File: src/rtl/reg_wb_queue.sv
// rtl/reg_wb_queue.sv - write-back queue feeding the single register-file write port
//
// Collects ALU results and late load results into a small circular buffer
// and drains one register write per cycle. A load presented in the same cycle
// as an ALU result is stored first because it belongs to the older instruction.
//
// Ports:
//   clk_i, rst_i          clock (rising edge), asynchronous active-low reset
//   alu_valid_i/rd/data   ALU result; a destination of register 0 is ignored
//   mem_valid_i/rd/data   load result; a destination of register 0 is ignored
//   stall_o               fewer than two free slots; producers must hold off
//   RegWrite_o/rd_o/data_o  registered register-file write (one entry per cycle)
//   count_o               occupied entries
//   overflow_o            sticky: a result was dropped because the queue was full
module reg_wb_queue #(
  parameter int DEPTH  = 4,
  parameter int DATA_W = 32,
  parameter int ADDR_W = 5,
  localparam int CNT_W = $clog2(DEPTH + 1),
  localparam int PTR_W = $clog2(DEPTH)
) (
  input  logic              clk_i,
  input  logic              rst_i,
  input  logic              alu_valid_i,
  input  logic [ADDR_W-1:0] alu_rd_i,
  input  logic [DATA_W-1:0] alu_data_i,
  input  logic              mem_valid_i,
  input  logic [ADDR_W-1:0] mem_rd_i,
  input  logic [DATA_W-1:0] mem_data_i,
  output logic              stall_o,
  output logic              RegWrite_o,
  output logic [ADDR_W-1:0] rd_o,
  output logic [DATA_W-1:0] data_o,
  output logic [CNT_W-1:0]  count_o,
  output logic              overflow_o
);

  logic [ADDR_W-1:0] rd_mem   [DEPTH];
  logic [DATA_W-1:0] data_mem [DEPTH];
  logic [PTR_W-1:0]  wr_ptr;
  logic [PTR_W-1:0]  rd_ptr;
  logic [CNT_W-1:0]  count;

  logic              mem_req;
  logic              alu_req;
  logic              do_deq;
  logic              mem_acc;
  logic              alu_acc;
  logic              drop;
  logic [CNT_W-1:0]  free_slots;
  logic [CNT_W-1:0]  n_enq;
  logic [PTR_W-1:0]  alu_slot;

  always_comb begin
    mem_req    = mem_valid_i && (mem_rd_i != '0);
    alu_req    = alu_valid_i && (alu_rd_i != '0);
    do_deq     = (count != '0);
    // The head leaving this edge frees its slot for an incoming result.
    free_slots = CNT_W'(DEPTH) - count + CNT_W'(do_deq);
    mem_acc    = mem_req && (free_slots >= CNT_W'(1));
    alu_acc    = alu_req && (free_slots >= (mem_acc ? CNT_W'(2) : CNT_W'(1)));
    drop       = (mem_req && !mem_acc) || (alu_req && !alu_acc);
    alu_slot   = mem_acc ? wr_ptr + PTR_W'(1) : wr_ptr;
    n_enq      = CNT_W'(mem_acc) + CNT_W'(alu_acc);
  end

  // Payload storage needs no reset; only entries covered by count are ever read.
  always_ff @(posedge clk_i) begin
    if (mem_acc) begin
      rd_mem[wr_ptr]   <= mem_rd_i;
      data_mem[wr_ptr] <= mem_data_i;
    end
    if (alu_acc) begin
      rd_mem[alu_slot]   <= alu_rd_i;
      data_mem[alu_slot] <= alu_data_i;
    end
  end

  always_ff @(posedge clk_i or negedge rst_i) begin
    if (!rst_i) begin
      wr_ptr     <= '0;
      rd_ptr     <= '0;
      count      <= '0;
      RegWrite_o <= 1'b0;
      rd_o       <= '0;
      data_o     <= '0;
      overflow_o <= 1'b0;
    end else begin
      if (do_deq) begin
        RegWrite_o <= 1'b1;
        rd_o       <= rd_mem[rd_ptr];
        data_o     <= data_mem[rd_ptr];
        rd_ptr     <= rd_ptr + PTR_W'(1);
      end else begin
        RegWrite_o <= 1'b0;
      end
      wr_ptr <= wr_ptr + PTR_W'(n_enq);
      count  <= count + n_enq - CNT_W'(do_deq);
      if (drop) begin
        overflow_o <= 1'b1;
      end
    end
  end

  assign stall_o = (count > CNT_W'(DEPTH - 2));
  assign count_o = count;

endmodule

File: config.mk
export PLATFORM = sky130hd
export DESIGN_NAME = reg_wb_queue
export DESIGN_NICKNAME = d
export VERILOG_FILES = /design/src/rtl/reg_wb_queue.sv
export SDC_FILE = /design/constraint.sdc
export NUM_CORES = 1
export LEC_CHECK = 0
export BUFFER_PORTS_ARGS = -buffer_cell sky130_fd_sc_hd__buf_2
export CORE_ASPECT_RATIO = 0.5
export CORE_MARGIN = 2
export CORE_UTILIZATION = 54
export CTS_BUF_LIST = sky130_fd_sc_hd__clkbuf_4
export DETAILED_ROUTE_END_ITERATION = 12
export GPL_TIMING_DRIVEN = 0
export PLACE_DENSITY = 0.85
export SYNTH_ARGS = -nofsm -noshare
export SYNTH_HDL_FRONTEND = slang
export SYNTH_SLANG_ARGS = --single-unit
File: constraint.sdc
create_clock -name clk_i -period 4.9 [get_ports clk_i]
set_input_delay 0 -clock clk_i [delete_from_list [all_inputs] [get_ports clk_i]]
set_output_delay 0 -clock clk_i [all_outputs]
set_load 0.02 [all_outputs]
* Yosys cells after proc, flatten, opt, wreduce, memory -nomap -nowiden
Memory sizes are Yosys's and may differ from the RTL's. A register that Yosys moved wholly into a read port is not among the register bits.
Cells that the tools add are included.
** Word-level totals
- Register bits :: 9
- Logic and storage cells :: 39
- Bits in writable memories :: 148
- Output and inout port bits :: 43
- Bits of input ports :: 78
- Memories :: 2
** Memory list
- data_mem :: depth 4, width 32, read ports 1, clocked after Yosys merged registers in 1, wr ports 2, RTL line 39 : logic [DATA_W-1:0] data_mem [DEPTH];
- rd_mem :: depth 4, width 5, read ports 1, clocked after Yosys merged registers in 1, wr ports 2, RTL line 38 : logic [ADDR_W-1:0] rd_mem [DEPTH];
** Cells by class
- $lt $le $gt $ge :: 3
- Reductions and logical operators :: 14
- Multiplexer cells :: 7
- $add $sub $neg :: 8
** Operators with widths (count)
- 5-bit nonzero test :: 2
- 1-bit logical AND :: 6
- 1-bit 2-to-1 mux :: 5
- 2-bit by 1-bit adder with 2-bit output, second input constant :: 2
- 1-bit zero test :: 4
- 2-bit 2-to-1 mux :: 2
- 3-bit by 1-bit adder with 3-bit output :: 1
- 3-bit by 2-bit adder with 3-bit output :: 1
- 3-bit by 1-bit >= comparator with 1-bit output, second input constant :: 1
- 3-bit by 2-bit >= comparator with 1-bit output :: 1
- 3-bit by 2-bit > comparator with 1-bit output, second input constant :: 1
- 3-bit nonzero test :: 1
- 3-bit by 1-bit subtractor with 3-bit output :: 1
- 3-bit subtractor, first input constant :: 1
- 1-bit by 1-bit adder with 2-bit output :: 1
- 2-bit adder :: 1
- 1-bit logical OR :: 1

* Longest topological paths before layout
Gate-level depths: netlist (run 1).
- Word-level depth :: 10
- Depth in mapped cells :: 23
- Mapped depth without buffers :: 21

* Least setup slack after synthesis (run 1)
OpenSTA, ideal clock, no wires.
- Path kind :: register to register
- Start :: register count[2] (netlist: count_o[2])
- End :: memory data_mem[3][0], enable pin
- Path buffers :: 2
- Data required time :: 4.455 ns
- Stages on the path, launching flop included :: 17
- Clock period less this slack :: 5.262 ns
- Data arrival time :: 4.817 ns
- Path slack :: -0.362 ns
- Setup time :: 0.445 ns
- Path through :: dfrtp_1 -> buf_6 -> nor3_1 -> clkbuf_1 -> ha_1 -> inv_1 -> ha_1 -> xnor2_1 -> nand2_1 -> nand2_1 -> ha_1 -> nand2b_1 -> a211oi_1 -> nand2b_2 -> inv_2 -> nand3_1 -> o22ai_1
** RTL lines
- start, declared :: RTL line 42 : logic [CNT_W-1:0] count;
- start signal, assigned :: RTL line 98 : count <= count + n_enq - CNT_W'(do_deq);
- end, declared :: RTL line 39

==> results.toml, run 1 <==
[critical_path]
critical_path.endpoint_type = "flop"
max_stage_delay_ps = 570
crit_chain = "buf_6 > nor3_4 > buf_4 > ha_1 > inv_1 > ha_1 > nor2b_1 > nand2_1 > nand2_4 > ha_1 > nand2b_1 > a211oi_2 > nand2b_4 > inv_2 > nand4_4 > buf_4 > mux2_2 > dlygate4sd3_1"
worstPathMaxFanout = 10
critPathBufInv = 6
critPathKind = "flop to flop"
startpoint_type = "flop"
critical-path-top-delay-family = "buffers and inverters"
cpMostUsedCell = "ha_1"
critPathSlowestCell = "dlygate4sd3_1"
required_ps = 5260
worstPathArrival_ps = 5120

[synthesis]
synth_area_leader_cell = "edfxtp_1"
ys_seq_area_share_pct = 60.0
syn_inst = 595
syn-cell-area_um2 = 9330
syn-num-nets = 687
synth.distinct_cells = 41
synthTopCellsByArea = "edfxtp_1 (48%), dfrtp_1 (12%), mux2_2 (11%)"
ys.warnings.count = 0
synth_top_area_share_pct = 47.6
ys_seq_elements = 194
syn_area_per_cell_um2 = 15.7

[floorplanning]
core_um2 = 16600
io_pins = 121
die_h_um = 96.9
dieArea_um2 = 18400
start_util_pct = 56.1
fp.dieW_um = 190
num_rows = 33

[sta]
finalHoldViolCount = 0
finClkSkew_ps = 24.3
relSlewSlack_pct = 17.6
max_slew.worst_pin.slew_ps = 1240
period_minus_slack_ps = 4760
drv_slew = 0
setup_viol = 0
finalCritPeriodShare_pct = 97.1
rsz0062_at_grt = "no"
hold-worst-slack_ps = 185
fmax_mhz = 210
layout_setup_ws_ps = 143

[clocking]
cts_buffer_depth = 2
cts_tree = "yes"
cts_inserted_buffers = 17
clock_latency_ps = 590
clk_root_buffer_cell = "clkbuf_4"
clk_pin_slew_ps = 190
cts.sinks = 194
h-tree-depth = 4

[routing]
dr.first_iter.drc_count = 532
drc = 0
vias = 6345
avgViaCountPerCell = 5.78
dr.pass1.iters = 5
routed_wirelength_um = 24200
wire_per_inst_um = 22.0
postRouteAntennaNets = 0

[global_route]
track_usage_pct = 26.9
grt_pass1_wl_um = 37300
gr-total-overflow = 0
grt_max_degree = 47
antenna_found_initial = 0
grt_pass1_vias = 6943

[power_and_ir_drop]
vdd_drop_max_v = 0.000294
power.density_nw_per_um2 = 661
leakage_nw = 4.64

[final_layout]
nets = 950
layout.cells.non_filler = 1098
diodes = 0
final_cell_mix = "edfxtp_1 (148), buf_2 (122), dlygate4sd3_1 (115), nand2_1 (113), mux2_2 (95)"
finalCoreUtilization_pct = 72.1
area_growth_pct = 28.5
finalInstanceArea_um2 = 12000
drive_above_1_share_pct = 37.7
layout_commonest_cell = "edfxtp_1"

[placed_design]
gp_congestion = 0.779
port_buffers = 120
hpwlAfterDp_um = 14300
pre_cts_ws_ps = -633
dp_cells = 948
dpl_cell_area_um2 = 10400

[run_status]
outcome = "finished clean"

[job]
cap_violations = 0

[min_path]
worstHoldPathType = "input pin to asynchronous set/reset pin"
==> flip-flops by register name, indices dropped and copies added (netlist names), 2 cells and up <==
register and flops:
data_mem 128, data_o 32, rd_mem 20, rd_o 5, count_o 3, rd_ptr 2
wr_ptr 2
==> what timing repair did <==
item | 4_1_cts | 5_1_grt
setup buffers | 0 | 3
hold buffers | 115 | 0
endpoints found under the hold margin | 195 | 0
endpoints found under the setup margin | 177 | 31
gates resized for setup | 6 | 6
==> cell usage after synthesis, drive strengths merged <==
cell	count
nor3	3
nand4	2
nand2	114
xnor2	6
dfrtp	46
a221o	1
mux4	37
or4	1
clkbuf	12
ha	13
nor2	2
a21boi	1
nor2b	2
o21a	1
a21oi	2
inv	12
a21bo	1
o21ai	3
xor2	2
nand2b	3
a31oi	3
o22ai	4
mux2	148
edfxtp	148
o211a	1
a21o	1
buf	17
nand3	4
fa	1
o211ai	1
a211oi	3
==> final timing paths <==
kind / depth (start not counted) / slack (ps) / end / start
worst min register to register: 2 / 480 / data_o[2] / data_o[2]
worst max-delay path: 18 / 140 / data_mem[1][18] / count_o[2]
worst min-delay path: 2 / 180 / data_o[18] / rst_i
max in group asynchronous: 2 / 3890 / count_o[0] / rst_i
min in group clk_i: 3 / 270 / data_mem[2][5] / alu_data_i[5]
worst max register to register: 18 / 140 / data_mem[1][18] / count_o[2]
==> layer usage <==
layer	GRT usage [%]	part of all wire, %	vias to the layer above
met5	0	0	-
met4	11.5	2.8	0
met3	5.62	6.5	67
met2	46.4	51	333
met1	33.1	40	3167
li1	-	-	2778
==> report_power, final <==
| group | switching, mW | total, mW | internal [mW] | leakage (nW) |
|---|---|---|---|---|
| Combinational | 2.18 | 3.94 | 1.77 | 2.56 |
| Sequential | 0.288 | 3.03 | 2.74 | 1.91 |
| Clock | 0.665 | 0.959 | 0.294 | 0.171 |
==> layout make-up <==
cell class                      count  area [um^2]
Sequential cell                   194         5600
Fill cell                        1015         4650
Multi-Input combinational cell    360         3590
Timing Repair Buffer              244         1940
Tap cell                          227          284
Clock inverter                     15          209
Buffer                             29          198
Clock buffer                       17          128
Inverter                           12         45.0
==> worst register-to-register path, stage by stage (launching register included) <==
cell and delay, ps:
dfrtp_1 430, buf_6 140, nor3_4 180, buf_4 240
ha_1 160, inv_1 40, ha_1 310, nor2b_1 200
nand2_1 160, nand2_4 200, ha_1 260, nand2b_1 150
a211oi_2 310, nand2b_4 240, inv_2 110, nand4_4 230
buf_4 270, mux2_2 360, dlygate4sd3_1 570
==> cells by family after synthesis <==
logic type / share of synthesized area, %
muxes: 26.8
and+or+nand+nor: 5.99
DFF: 60.0
adders and majority gates: 1.96
AOI/OAI and AO/OA: 1.97
xor gates and xnor gates: 0.831
buffers and inverters: 2.48
==> per-stage QoR <==
stage	TNS, ps	power (mW)
after CTS	0	7.75
final	0	7.93
after global routing	0	8.28
after global placement	-320450	6.32
after floorplan	-48430	5.44
after detailed placement	-19430	6.65
Power figures use the tool's default switching activity.
==> inputs of run 2 (changes only) <==
Settings changed: BUFFER_PORTS_ARGS -buffer_cell sky130_fd_sc_hd__buf_2 to -buffer_cell sky130_fd_sc_hd__buf_4.
==> results.toml, run 2 (synthesis results as in run 1) <==
[routing]
wl_met3_um = 1860
dr.pass1.iters = 6
postRouteAntennaNets = 0
wirelength_met1_um = 10000
dr_wl_met2_um = 12700
routed_wirelength_um = 25400
drc = 0
dr.max_layer_used = "met4"
vias = 6485
wire_per_inst_um = 23.1
avgViaCountPerCell = 5.90
dr.first_iter.drc_count = 642

[critical_path]
critPathKind = "flop to flop"
startpoint_type = "flop"
max_stage_delay_ps = 500
critPathBufInv = 6
critical-path-top-delay-family = "adder cells"
worstPathArrival_ps = 5080
worstSetupPathDepth = 22
critical_path.endpoint_type = "flop"
cpMostUsedCell = "ha_1"
rr_worst_depth = 22
worstPathMaxFanout = 10
crit_chain = "nor3_4 > buf_4 > ha_1 > inv_1 > ha_1 > nor2b_1 > nand2_1 > nand2_4 > ha_1 > nand2b_1 > a211oi_2 > nand2b_4 > inv_2 > ha_1 > inv_1 > ha_1 > inv_1 > ha_1 > inv_1 > fa_1 > xor2_1 > xnor2_1"
required_ps = 5450
critPathSlowestCell = "dfrtp_2"

[floorplanning]
num_rows = 33
die_h_um = 96.9
dieArea_um2 = 18400
io_pins = 121
fp.dieW_um = 190
start_util_pct = 56.1
core_um2 = 16600

[power_and_ir_drop]
power.density_nw_per_um2 = 656
switching_power_mw = 3.15
clkPwrFrac_pct = 11.6
intPower_mw = 4.87
vdd_drop_max_v = 0.000284
swShare_pct = 39.3
seqPwrFrac_pct = 38.2
p_total_mw = 8.02
leakage_nw = 4.72
pwr-share-comb_pct = 50.2

[final_layout]
diodes = 0
finalInstanceArea_um2 = 12200
nets = 951
regMostFlops = "data_mem"
drive_above_1_share_pct = 37.7
layout_commonest_cell = "edfxtp_1"
area_growth_pct = 31.0
final_cell_mix = "edfxtp_1 (148), buf_4 (130), dlygate4sd3_1 (116), nand2_1 (113), mux2_2 (95)"
largest_reg_flops = 128
largestRegisters = "data_mem x128, data_o x32, rd_mem x20"

[run_status]
outcome = "finished clean"

[sta]
fin_setup_tns_ps = 0
max_slew.worst_pin.slew_ps = 1030
drv_slew = 0
fmax_mhz = 221
finalHoldViolCount = 0
finalCritPeriodShare_pct = 92.5
relSlewSlack_pct = 31.5
setup_viol = 0
period_minus_slack_ps = 4530
rsz0062_at_grt = "no"
finClkSkew_ps = 30.4
layout_setup_ws_ps = 366

[clocking]
clock_latency_ps = 620
cts_buffer_depth = 2
clk_root_buffer_cell = "clkbuf_4"
cts_tree = "yes"
h-tree-depth = 4
cts.sinks = 194
cts_inserted_buffers = 17
clk_pin_slew_ps = 190

[min_path]
min_path_cells = 3
worstHoldPathType = "input pin to flop"

[global_route]
grt_max_degree = 38
antenna_found_initial = 0
grt_pass1_vias = 6944
grt_pass1_wl_um = 39000
track_usage_pct = 28.6
gr-total-overflow = 0

[placed_design]
dpl_cell_area_um2 = 10700
pre_cts_ws_ps = -577
gp_congestion = 0.781
port_buffers = 120
hpwlAfterDp_um = 14300

[job]
cap_violations = 0
-- run 2: cell count changes in the layout (fill, tap and decap cells not counted), sizes merged --
cell / delta
clkbuf: +1
dlygate4sd3: +1
clkinv: -4
inv: +3
-- run 2: what timing repair did --
action,in CTS,in global routing
resized for setup,5,6
hold endpoints to repair,195,0
setup endpoints to repair,128,18
setup buffers,0,3
hold buffers,117,0
pin swaps,0,2
-- run 2: power by group through the flow --
stage               Combinational, mW  Sequential [mW]  Clock [mW]
global placement                 3.36             3.09           0
floorplan                        2.22             3.21           0
CTS                              3.84             3.01       0.912
finish                           4.02             3.06       0.933
detailed placement               3.65             3.06           0
global route                     4.27             3.11       0.991
-- run 2: final timing paths --
kind	start	end	slack (ps)
max in group asynchronous	rst_i	data_o[10]	4100
min in group asynchronous	rst_i	data_o[23]	300
worst max-delay path	count_o[0]	count_o[2]	370
worst min-delay path	mem_data_i[30]	data_mem[3][30]	230
worst max register to register	count_o[0]	count_o[2]	370
worst min register to register	rd_o[0]	rd_o[0]	490
-- run 2: metal layers --
metal  up-vias  global-route usage, %
met5         -                      0
met4         0                   13.2
met3        71                   5.33
met2       367                   48.5
met1      3256                   35.8
li1       2791                      -
-- run 2: final cells by class --
cell class | count | area (um^2)
flip-flops and latches | 194 | 5600
fillers | 965 | 4420
multi-input cells | 360 | 3590
repair buffers | 245 | 2210
well taps | 227 | 284
plain buffers | 29 | 190
clock inverters | 14 | 166
clock buffers | 18 | 135
inverters | 12 | 45.0
-- run 2: tightest hold or removal path: cells and delay by family --
family / cells / cell delay (ps)
muxes: 1 / 120
buffers and inverters: 2 / 640
-- run 2: per-stage QoR --
step | util (%) | hold slack (ps) | std cells
floorplan | - | -296 | 595
global placement | 63.2 | 71.4 | 942
detailed placement | 64.2 | 76.3 | 947
CTS | 73.2 | 221 | 1096
global route | 73.4 | 229 | 1099
finish | 73.4 | 225 | 1099
